## config.mk

```make
export PLATFORM = sky130hd
export DESIGN_NAME = multicycle_ctrl
export DESIGN_NICKNAME = d
export VERILOG_FILES = /design/src/rtl/control_pkg.sv /design/src/rtl/ctrl_wait_counter.sv /design/src/rtl/multicycle_ctrl.sv
export SDC_FILE = /design/constraint.sdc
export NUM_CORES = 1
export LEC_CHECK = 0
export ABC_AREA = 1
export BUFFER_PORTS_ARGS = -buffer_cell sky130_fd_sc_hd__buf_2
export CAP_MARGIN = 20
export CELL_PAD_IN_SITES_DETAIL_PLACEMENT = 0
export CELL_PAD_IN_SITES_GLOBAL_PLACEMENT = 1
export CORE_MARGIN = 2
export CORE_UTILIZATION = 31
export CTS_BUF_LIST = sky130_fd_sc_hd__clkbuf_4
export DETAILED_ROUTE_END_ITERATION = 8
export PLACE_DENSITY_LB_ADDON = 0.1
export SYNTH_ARGS = -nofsm -noshare
export SYNTH_HDL_FRONTEND = slang
export SYNTH_SLANG_ARGS = --single-unit
export TNS_END_PERCENT = 100
```

## constraint.sdc

```tcl
create_clock -name clk -period 1.8 [get_ports clk]
set_clock_uncertainty 0.2 [all_clocks]
set_input_delay 0.09 -clock clk [delete_from_list [all_inputs] [get_ports clk]]
set_output_delay 0.09 -clock clk [all_outputs]
set_load 0.02 [all_outputs]
```

## src/rtl/control_pkg.sv

```systemverilog
// Shared encodings for the multicycle MIPS control unit: state codes, opcode/funct
// values, datapath mux selects, ALU operations and exception cause codes.
package control_pkg;

   typedef enum logic [4:0] {
      S_FETCH   = 5'd0,
      S_IR_WR   = 5'd1,
      S_DECODE  = 5'd2,
      S_ADD     = 5'd3,
      S_SUB     = 5'd4,
      S_AND     = 5'd5,
      S_ADDI    = 5'd6,
      S_WB_RD   = 5'd7,
      S_WB_RT   = 5'd8,
      S_ADDR    = 5'd9,
      S_MEM_RD  = 5'd10,
      S_MEM_WR  = 5'd11,
      S_WB_MEM  = 5'd12,
      S_BR_CMP  = 5'd13,
      S_BR_TAKE = 5'd14,
      S_JUMP    = 5'd15,
      S_EXC_EPC = 5'd16,
      S_EXC_RD  = 5'd17,
      S_EXC_JMP = 5'd18,
      S_RST_SP  = 5'd19
   } state_t;

   localparam logic [5:0] OP_RTYPE = 6'h00;
   localparam logic [5:0] OP_J     = 6'h02;
   localparam logic [5:0] OP_BEQ   = 6'h04;
   localparam logic [5:0] OP_BNE   = 6'h05;
   localparam logic [5:0] OP_ADDI  = 6'h08;
   localparam logic [5:0] OP_LW    = 6'h23;
   localparam logic [5:0] OP_SW    = 6'h2B;
   localparam logic [5:0] FN_ADD   = 6'h20;
   localparam logic [5:0] FN_SUB   = 6'h22;
   localparam logic [5:0] FN_AND   = 6'h24;

   localparam logic [2:0] SRC_PC     = 3'd0;
   localparam logic [2:0] SRC_ALUOUT = 3'd1;
   localparam logic [2:0] SRC_EXCVEC = 3'd3;
   localparam logic       MEM_READ   = 1'b0;
   localparam logic       MEM_WRITE  = 1'b1;

   localparam logic [2:0] REGDST_RT = 3'd0;
   localparam logic [2:0] REGDST_RD = 3'd1;
   localparam logic [2:0] REGDST_SP = 3'd2;

   localparam logic [1:0] SRCA_PC = 2'd0;
   localparam logic [1:0] SRCA_A  = 2'd1;

   localparam logic [2:0] SRCB_B     = 3'd0;
   localparam logic [2:0] SRCB_FOUR  = 3'd1;
   localparam logic [2:0] SRCB_IMM   = 3'd2;
   localparam logic [2:0] SRCB_IMMSH = 3'd3;

   localparam logic [2:0] ALU_PASS = 3'd0;
   localparam logic [2:0] ALU_ADD  = 3'd1;
   localparam logic [2:0] ALU_SUB  = 3'd2;
   localparam logic [2:0] ALU_AND  = 3'd3;

   localparam logic [1:0] PCSRC_ALU    = 2'd0;
   localparam logic [1:0] PCSRC_MDR    = 2'd1;
   localparam logic [1:0] PCSRC_ALUOUT = 2'd2;
   localparam logic [1:0] PCSRC_JUMP   = 2'd3;

   localparam logic [2:0] M2R_ALUOUT = 3'd0;
   localparam logic [2:0] M2R_MDR    = 3'd1;
   localparam logic [2:0] M2R_CONST  = 3'd2;

   localparam logic [1:0] CAUSE_NONE   = 2'd0;
   localparam logic [1:0] CAUSE_OPCODE = 2'd1;
   localparam logic [1:0] CAUSE_OVF    = 2'd2;

   typedef struct packed {
      logic [2:0] src_addr;
      logic       mem_op;
      logic       write_mdr;
      logic       ir_write;
      logic       reg_write;
      logic       write_a;
      logic       write_b;
      logic       write_aluout;
      logic       epc_write;
      logic       pc_write;
      logic [2:0] reg_dst;
      logic [1:0] alu_src_a;
      logic [2:0] alu_src_b;
      logic [2:0] alu_op;
      logic [1:0] pc_source;
      logic [2:0] mem_to_reg;
   } ctrl_t;

endpackage

```

## src/rtl/ctrl_wait_counter.sv

```systemverilog
// Memory wait-state counter: runs 0..MEM_WAIT-1 while enabled, wraps to 0 on the last
// count; clear forces 0. first/last are decoded combinationally from the count.
module ctrl_wait_counter #(
   parameter int unsigned MEM_WAIT = 1,
   parameter int          CW       = $clog2(MEM_WAIT) + 1
) (
   input  logic          clk,
   input  logic          reset,
   input  logic          clear,
   input  logic          enable,
   output logic [CW-1:0] cnt,
   output logic          first,
   output logic          last
);

   assign first = (cnt == '0);
   assign last  = (cnt == CW'(MEM_WAIT - 1));

   always_ff @(posedge clk or negedge reset) begin
      if (!reset) begin
         cnt <= '0;
      end else if (clear) begin
         cnt <= '0;
      end else if (enable) begin
         cnt <= last ? '0 : cnt + CW'(1);
      end
   end

endmodule

```

## src/rtl/multicycle_ctrl.sv

```systemverilog
// Multicycle MIPS control FSM: Moore outputs decoded combinationally from the state
// register and wait counter; every output is forced low while reset is held.
module multicycle_ctrl
   import control_pkg::*;
#(
   parameter int unsigned MEM_WAIT = 1,
   parameter bit          EXC_EN   = 1'b1,
   parameter bit          SP_INIT  = 1'b1
) (
   input  logic       clk,
   input  logic       reset,
   input  logic [5:0] OpCode,
   input  logic [5:0] Func,
   input  logic       Overflow,
   input  logic       EQ,
   output logic [2:0] SrcAddressMem,
   output logic       MemOp,
   output logic       WriteMDR,
   output logic       IRWrite,
   output logic       RegWrite,
   output logic       WriteA,
   output logic       WriteB,
   output logic       WriteALUOut,
   output logic       EPCWrite,
   output logic       PCWrite,
   output logic [2:0] RegDst,
   output logic [1:0] ALUSrcA,
   output logic [2:0] ALUSrcB,
   output logic [2:0] ALUOp,
   output logic [1:0] PCSource,
   output logic [2:0] MemToReg,
   output logic [1:0] ExcCause,
   output logic [4:0] State
);

   localparam int     CW          = $clog2(MEM_WAIT) + 1;
   localparam state_t RESET_STATE = SP_INIT ? S_RST_SP : S_FETCH;

   state_t        state, next_state;
   logic [1:0]    cause, cause_nxt;
   logic [CW-1:0] cnt;
   logic          cnt_first, cnt_last, mem_state;
   ctrl_t         ctl, ctl_out;

   ctrl_wait_counter #(.MEM_WAIT(MEM_WAIT), .CW(CW)) u_wait (
      .clk    (clk),
      .reset  (reset),
      .clear  (!mem_state),
      .enable (mem_state),
      .cnt    (cnt),
      .first  (cnt_first),
      .last   (cnt_last)
   );

   always_ff @(posedge clk or negedge reset) begin
      if (!reset) begin
         state <= RESET_STATE;
         cause <= CAUSE_NONE;
      end else begin
         state <= next_state;
         cause <= cause_nxt;
      end
   end

   always_comb begin
      next_state = S_FETCH;
      cause_nxt  = cause;
      mem_state  = 1'b0;
      ctl        = '0;
      case (state)
         S_RST_SP: begin
            ctl.reg_dst    = REGDST_SP;
            ctl.mem_to_reg = M2R_CONST;
            ctl.reg_write  = 1'b1;
         end
         S_FETCH: begin
            mem_state    = 1'b1;
            ctl.src_addr = SRC_PC;
            ctl.mem_op   = MEM_READ;
            // PC advances once per fetch, however long the read is held
            if (cnt_first) begin
               ctl.pc_write  = 1'b1;
               ctl.alu_src_a = SRCA_PC;
               ctl.alu_src_b = SRCB_FOUR;
               ctl.alu_op    = ALU_ADD;
               ctl.pc_source = PCSRC_ALU;
            end
            ctl.write_mdr = cnt_last;
            next_state    = cnt_last ? S_IR_WR : S_FETCH;
         end
         S_IR_WR: begin
            ctl.ir_write = 1'b1;
            next_state   = S_DECODE;
         end
         S_DECODE: begin
            ctl.write_a      = 1'b1;
            ctl.write_b      = 1'b1;
            ctl.alu_src_a    = SRCA_PC;
            ctl.alu_src_b    = SRCB_IMMSH;
            ctl.alu_op       = ALU_ADD;
            ctl.write_aluout = 1'b1;
            case (OpCode)
               OP_RTYPE: begin
                  case (Func)
                     FN_ADD:  next_state = S_ADD;
                     FN_SUB:  next_state = S_SUB;
                     FN_AND:  next_state = S_AND;
                     default: next_state = EXC_EN ? S_EXC_EPC : S_FETCH;
                  endcase
               end
               OP_ADDI:       next_state = S_ADDI;
               OP_LW, OP_SW:  next_state = S_ADDR;
               OP_BEQ, OP_BNE: next_state = S_BR_CMP;
               OP_J:          next_state = S_JUMP;
               default:       next_state = EXC_EN ? S_EXC_EPC : S_FETCH;
            endcase
            if (EXC_EN && next_state == S_EXC_EPC) cause_nxt = CAUSE_OPCODE;
         end
         S_ADD, S_SUB, S_AND, S_ADDI, S_ADDR: begin
            ctl.alu_src_a    = SRCA_A;
            ctl.alu_src_b    = (state == S_ADDI || state == S_ADDR) ? SRCB_IMM : SRCB_B;
            ctl.alu_op       = (state == S_SUB) ? ALU_SUB : (state == S_AND) ? ALU_AND : ALU_ADD;
            ctl.write_aluout = 1'b1;
            case (state)
               S_ADDR:  next_state = (OpCode == OP_SW) ? S_MEM_WR : S_MEM_RD;
               S_AND:   next_state = S_WB_RD;
               S_ADDI:  next_state = S_WB_RT;
               default: next_state = S_WB_RD;
            endcase
            // the trap overrides write-back, so a faulting result never reaches the register file
            if (EXC_EN && Overflow && (state == S_ADD || state == S_SUB || state == S_ADDI)) begin
               next_state = S_EXC_EPC;
               cause_nxt  = CAUSE_OVF;
            end
         end
         S_WB_RD, S_WB_RT: begin
            ctl.reg_dst    = (state == S_WB_RD) ? REGDST_RD : REGDST_RT;
            ctl.mem_to_reg = M2R_ALUOUT;
            ctl.reg_write  = 1'b1;
         end
         S_MEM_RD, S_MEM_WR: begin
            mem_state     = 1'b1;
            ctl.src_addr  = SRC_ALUOUT;
            ctl.mem_op    = (state == S_MEM_WR) ? MEM_WRITE : MEM_READ;
            ctl.write_mdr = cnt_last && (state == S_MEM_RD);
            if (!cnt_last)              next_state = state;
            else if (state == S_MEM_RD) next_state = S_WB_MEM;
            else                        next_state = S_FETCH;
         end
         S_WB_MEM: begin
            ctl.reg_dst    = REGDST_RT;
            ctl.mem_to_reg = M2R_MDR;
            ctl.reg_write  = 1'b1;
         end
         S_BR_CMP: begin
            ctl.alu_src_a = SRCA_A;
            ctl.alu_src_b = SRCB_B;
            ctl.alu_op    = ALU_SUB;
            if ((OpCode == OP_BEQ && EQ) || (OpCode == OP_BNE && !EQ)) next_state = S_BR_TAKE;
         end
         S_BR_TAKE: begin
            ctl.pc_source = PCSRC_ALUOUT;
            ctl.pc_write  = 1'b1;
         end
         S_JUMP: begin
            ctl.pc_source = PCSRC_JUMP;
            ctl.pc_write  = 1'b1;
         end
         S_EXC_EPC: begin
            ctl.alu_src_a = SRCA_PC;
            ctl.alu_src_b = SRCB_FOUR;
            ctl.alu_op    = ALU_SUB;
            ctl.epc_write = 1'b1;
            next_state    = S_EXC_RD;
         end
         S_EXC_RD: begin
            mem_state     = 1'b1;
            ctl.src_addr  = SRC_EXCVEC;
            ctl.mem_op    = MEM_READ;
            ctl.write_mdr = cnt_last;
            next_state    = cnt_last ? S_EXC_JMP : S_EXC_RD;
         end
         S_EXC_JMP: begin
            ctl.pc_source = PCSRC_MDR;
            ctl.pc_write  = 1'b1;
         end
         default: next_state = S_FETCH;
      endcase
   end

   assign ctl_out = reset ? ctl : '0;

   assign SrcAddressMem = ctl_out.src_addr;
   assign MemOp         = ctl_out.mem_op;
   assign WriteMDR      = ctl_out.write_mdr;
   assign IRWrite       = ctl_out.ir_write;
   assign RegWrite      = ctl_out.reg_write;
   assign WriteA        = ctl_out.write_a;
   assign WriteB        = ctl_out.write_b;
   assign WriteALUOut   = ctl_out.write_aluout;
   assign EPCWrite      = ctl_out.epc_write;
   assign PCWrite       = ctl_out.pc_write;
   assign RegDst        = ctl_out.reg_dst;
   assign ALUSrcA       = ctl_out.alu_src_a;
   assign ALUSrcB       = ctl_out.alu_src_b;
   assign ALUOp         = ctl_out.alu_op;
   assign PCSource      = ctl_out.pc_source;
   assign MemToReg      = ctl_out.mem_to_reg;
   assign ExcCause      = reset ? cause : CAUSE_NONE;
   assign State         = reset ? state : 5'd0;

endmodule

```

==> results of run 1 <==
## worst paths after layout
check	endpoint	startpoint	cells after the start	slack, ns
max	ALUSrcA[0]	state[4]	10	-0.16
min	cause[0]	Overflow	4	0.004
max reg2reg	state[1]	state[4]	10	0.10
min reg2reg	cause[0]	cause[0]	2	0.32
max in group asynchronous	state[0]	reset	3	0.93
min in group asynchronous	state[1]	reset	2	0.23
## cells by family (layout without fill, tap and decap cells)
family | count (synthesis) | after routing | synth area share [%]
buffers and inverters | 50 | 105 | 22.00
xor gates and xnor gates | 1 | 1 | 0.8066
other | 1 | 6 | 0.3453
AOI/OAI and AO/OA | 14 | 14 | 8.986
and+or+nand+nor | 116 | 116 | 51.38
DFF | 7 | 7 | 16.48
## placed cells by master, fill, tap and decap left out, types with 2 or more instances in the layout
cell       n
nand2_1   40
inv_1     30
buf_2     30
buf_4     28
nor2_1    24
nand3_1   16
nor2_2     8
nand2_2    6
conb_1     6
nor2_4     5
nand2_4    5
inv_2      5
nand4_1    4
o21ai_1    4
clkbuf_4   4
buf_6      4
inv_4      3
nand3_2    3
a31oi_1    3
a21oi_2    3
dfrtp_1    3
dfstp_2    3
o21ai_0    2
## flip-flops by register name, summed over array words and instances (netlist names)
| name | cells |
|---|---|
| cause | 2 |
| state | 5 |
## routing by layer
metal,vias up,share of wire (%),track usage (%)
met4,0,1.3,5.707
li1,683,-,-
met2,36,53,28.99
met3,4,3.5,0.5357
met5,-,0,0
met1,591,42,18.62
## per-stage QoR
stage          area [sq um]  total power (W)
2_1_floorplan          1107         0.001239
3_3_place_gp           1339         0.001574
3_5_place_dp           1339         0.001580
4_1_cts                1504         0.001937
5_1_grt                1573         0.002207
6_report               1573         0.002035
## worst max-delay path, stage by stage, from the launching register on
cell and delay [ns]:
dfstp_2 0.57, inv_4 0.07, nand2_4 0.08, nor2_4 0.04, nand2_2 0.09, nand2_4 0.06
nor2_4 0.14, inv_4 0.05, nor2_2 0.08, nor2_1 0.05, buf_4 0.17
## cell type report
cell class / instances / area, sq um / share of cell area (%)
Multi-Input combinational cell: 137 / 739.5 / 47.02
Timing Repair Buffer: 63 / 415.4 / 26.41
Sequential cell: 7 / 180.2 / 11.46
Inverter: 38 / 150.1 / 9.547
Tap cell: 46 / 57.56 / 3.660
Clock buffer: 4 / 30.03 / 1.909
## repair_timing
item / CTS / global route
buffers inserted: 7 / 6
pin swaps: 5 / 5
endpoints found under the setup margin: 18 / 22
resized for setup: 25 / 11
endpoints found under the hold margin: 7 / 0
hold buffers: 1 / 0
## where the power goes
group / switching (W) / internal [W]
clock network: 0.0000590 / 0.0000997
registers: 0.0000976 / 0.000253
logic: 0.000909 / 0.000618
total: 0.00107 / 0.000970
==> metrics.csv, run 1 <==
stage;metric;value;unit
outcome;run_status;finished, violations left;
outcome;violations;setup timing;
route;wl_per_cell;10.66;microns
synthesis;synth_area;1086;sq um
route;drc_errors;0;
route;wl;3.145;mm
place;gp_congestion;0.8730;
place;dp_slack;0.06391;ns
synthesis;synth_commonest_cells;nand2_1, inv_1, nor2_1, nand3_1, buf_4;
global_route;grt_max_degree;13;
die;die_h;63.19;microns
timing;setup_slack;-0.1620;ns
global_route;grt_pass1_vias;1220;
power;power.density;1294;nW/um^2
power;power.leakage;0.9758;nW
critical_path;worstPathArrival;1.67;ns
timing;slew_viol_final;0;
synthesis;synth_edf_count;0;
power;irDropWorstVdd;0.3282;mV
timing;period_share;109.0;%
route;num_vias;1314;
critical_path;crit_path_start_kind;flip-flop;
global_route;grt_use_total;15.46;%
job;maxCapViolations;0;
global_route;grt_pass1_wl;5.106;mm
route;drt-initial-drc-count;48;
synthesis;syn_inst;189;
global_route;antenna_found_initial;0;
die;start_util;32.29;%
critical_path;end_kind;output pin;
global_route;grt_overflow;0;
final_layout;n_antenna_cell;0;
final_layout;drive_gt1_share;44.18;%
route;drtPass1Iterations;4;
timing;fmax;0.5097;GHz
synthesis;synth-seq-cells;7;
clock_network;cts.sinks;7;
place;placedCellCount;278;
timing;rsz0062_at_grt;true;
die;coreArea;3363;sq um
route;detail-route-antenna-nets;0;
synthesis;yosysSeqAreaShare;16.47;%
timing;final-hold-violation-count;0;
place;port_buffers;44;
hold_path;hold_class;input pin to flip-flop;
final_layout;fillers;405;
synthesis;ys_top_cells_by_area;nand2_1, inv_1, nor2_1;
critical_path;critPathMaxFanout;6;
synthesis;synth-async-reset-ratio;100.0;%
timing;holdWs;0.003794;ns
die;die_w;63.19;microns
timing;period_needed;1.962;ns
place;hpwl;2.627;mm
synthesis;avgSynthCellArea;5.746;sq um
final_layout;utilization;46.76;%
final_layout;layoutNonFillerInstCount;295;
die;num_rows;21;
clock_network;clk_path_buf_depth;2;
clock_network;clk_pin_slew;0.05;ns
route;via_per_inst;4.454;
die;dieArea;3993;sq um
synthesis;synth.most_common_cell;nand2_1;
synthesis;synth_flop_cell;dfrtp_1;
clock_network;clock_latency;0.25;ns
synthesis;synth_cell_type_count;30;
die;ioPinCount;51;
clock_network;tritoncts;done;
timing;finalSetupViolations;15;
synthesis;yosysWarnings;0;
final_layout;nets;266;
clock_network;cts_root_buf;clkbuf_4;
clock_network;cts-buffers-inserted;3;
clock_network;htree_num_levels;1;
critical_path;cp.required;1.51;ns
synthesis;synth_top_cell_by_area;nand2_1;
timing;fin_tns_setup;-1.286;ns
critical_path;crit_type;flip-flop to output pin;
final_layout;area_growth;44.82;%
synthesis;synth_top_area_share;14.52;%
(Power assumes the default switching activity.)
==> run 2, diff against run 1 <==
--- a/config.mk
+++ b/config.mk
@@ -15,6 +15,8 @@
 export CTS_BUF_LIST = sky130_fd_sc_hd__clkbuf_4
 export DETAILED_ROUTE_END_ITERATION = 8
 export PLACE_DENSITY_LB_ADDON = 0.1
+export SETUP_SLACK_MARGIN = 0.5
+export SKIP_LAST_GASP = 1
 export SYNTH_ARGS = -nofsm -noshare
 export SYNTH_HDL_FRONTEND = slang
 export SYNTH_SLANG_ARGS = --single-unit
==> run 2 against run 1 <==
  * The flow finishes with violations (hold timing, setup timing)
  * Worst setup slack worse by 0.021 ns
  * Via count is 2.7% higher
  * Combinational power is 22% higher
  * Routed wire length is 4.5% higher
  * Global-route usage increased by 0.73 points
  * Final cell count increased by 2.7%
  * Fmax is 1.1% lower
  * Clock power shrank 11%
  * Flip-flop and latch count unchanged
  * Sequential share of layout area is 1.2 points lower
==> metrics.csv, run 2 (synthesis results as in run 1) <==
stage;metric;value;unit
clock_network;cts-buffers-inserted;3;
power;power.share.clock;6.0;%
job;maxCapViolations;0;
timing;period_share;110.2;%
clock_network;htree_num_levels;1;
critical_path;crit_type;flip-flop to output pin;
power;netSwitchingPower;0.001194;W
route;wl_per_cell;10.85;microns
timing;final-hold-violation-count;1;
clock_network;clock_latency;0.25;ns
clock_network;clk_pin_slew;0.05;ns
die;die_w;63.19;microns
route;drt-initial-drc-count;29;
place;post_dp_cell_area;1380;sq um
final_layout;area_growth;62.10;%
power;p_int;0.001161;W
final_layout;reg_top3;state: 5 flops, cause: 2 flops;
final_layout;utilization;52.34;%
power;swShare;50.69;%
hold_path;hold_class;input pin to flip-flop;
route;drc_errors;0;
place;gp_congestion;0.8740;
timing;slew_headroom;66.12;%
timing;fmax;0.5043;GHz
global_route;grt_pass1_wl;5.237;mm
final_layout;final_common_cell;nand2_1;
clock_network;clk_path_buf_depth;2;
clock_network;tritoncts;done;
timing;period_needed;1.983;ns
route;wl;3.288;mm
route;via_per_inst;4.455;
critical_path;worstPathArrival;1.69;ns
die;num_rows;21;
power;power.leakage;1.040;nW
die;coreArea;3363;sq um
critical_path;end_kind;output pin;
timing;rsz0062_at_grt;true;
global_route;grt_pass1_vias;1253;
final_layout;n_antenna_cell;0;
clock_network;cts.sinks;7;
timing;slew_viol_final;0;
final_layout;largest_reg_flops;5;
die;start_util;32.29;%
place;port_buffers;44;
final_layout;nets;274;
power;power_frac_comb;78.8;%
die;dieArea;3993;sq um
final_layout;most-common-layout-cells;nand2_1, buf_4, inv_1, buf_2, nor2_1;
clock_network;cts_root_buf;clkbuf_4;
route;detail-route-antenna-nets;0;
power;power.density;1338;nW/um^2
timing;finalSetupViolations;17;
outcome;run_status;finished, violations left;
place;hpwl;2.530;mm
timing;setup_slack;-0.1829;ns
critical_path;cp.required;1.51;ns
route;drtPass1Iterations;4;
critical_path;critPathMaxFanout;6;
timing;holdWs;-0.001925;ns
final_layout;drive_gt1_share;53.31;%
critical_path;crit_path_start_kind;flip-flop;
final_layout;regMostFlops;state;
global_route;grt_use_total;16.18;%
power;p_seq_share;15.2;%
critical_path;r2r_setup_slack;0.06;ns
route;num_vias;1350;
die;die_h;63.19;microns
outcome;violations;hold timing, setup timing;
global_route;antenna_found_initial;0;
final_layout;stdcell_area;1760;sq um
timing;tightestPinTransition;0.5076;ns
global_route;grt_max_degree;13;
global_route;grt_overflow;0;
power;irDropWorstVdd;0.2981;mV
die;ioPinCount;51;
==> run 2: cell types whose count changed in the layout (fill, tap and decap cells not counted), sizes merged <==
| cell | delta |
|---|---|
| clkbuf | -1 |
| buf | +8 |
| clkinv | +1 |
==> run 2: timing repair <==
action / 4_1_cts / 5_1_grt
buffers inserted: 14 / 7
gates cloned: 0 / 0
hold buffers: 1 / 0
resized for setup: 46 / 18
endpoints found under the setup margin: 33 / 34
hold endpoints to repair: 7 / 0
pin swaps: 12 / 3
==> run 2: worst paths after layout <==
check,startpoint,end,cells past startpoint
hold reg to reg,cause[0],cause[0],2
setup reg to reg,state[1],state[3],8
hold / removal,Overflow,cause[0],4
min in group asynchronous,reset,cause[1],3
setup / recovery,state[0],SrcAddressMem[0],6
max in group asynchronous,reset,state[4],3
==> run 2: power groups by stage <==
stage / registers (W) / clock network, W / logic [W]
final: 0.000358 / 0.000142 / 0.00186
after floorplan: 0.000308 / 0 / 0.00100
after CTS: 0.000360 / 0.000146 / 0.00166
after detailed placement: 0.000354 / 0 / 0.00129
after global routing: 0.000373 / 0.000156 / 0.00199
after global placement: 0.000353 / 0 / 0.00129
==> run 2: worst max-delay path, stage by stage (launching register included) <==
cell and delay (ns):
dfstp_2 0.64, nand2_4 0.08, buf_4 0.15, nor2_4 0.12, nand2_2 0.09, a31oi_1 0.18
buf_2 0.19
==> run 2: layout make-up <==
class / instances / area, sq um
Tap cell: 46 / 57.56
Multi-Input combinational cell: 137 / 804.5
Sequential cell: 7 / 181.4
Inverter: 38 / 155.1
Clock inverter: 1 / 5.005
Clock buffer: 3 / 22.52
Timing Repair Buffer: 71 / 534.3
Fill cell: 370 / 1603
==> run 2: metrics by stage <==
stage | setup WS [ns] | setup TNS, ns | total power (W) | hold WS [ns] | std cells
2_1_floorplan | 0.1340 | 0 | 0.001308 | -0.4056 | 194
3_3_place_gp | 0.06673 | 0 | 0.001639 | 0.01618 | 277
3_5_place_dp | 0.03003 | 0 | 0.001641 | 0.01243 | 277
4_1_cts | -0.1539 | -1.385 | 0.002161 | 0.002486 | 296
5_1_grt | -0.2694 | -3.790 | 0.002519 | 0.01438 | 303
6_report | -0.1829 | -2.051 | 0.002355 | -0.001925 | 303
==> run 2: metal layers <==
metal	up-vias	track usage, %	part of all wire (%)
li1	699	-	-
met4	0	1.630	0
met2	28	31.91	56
met1	623	18.33	41
met5	-	0	0
met3	0	3.214	3.7
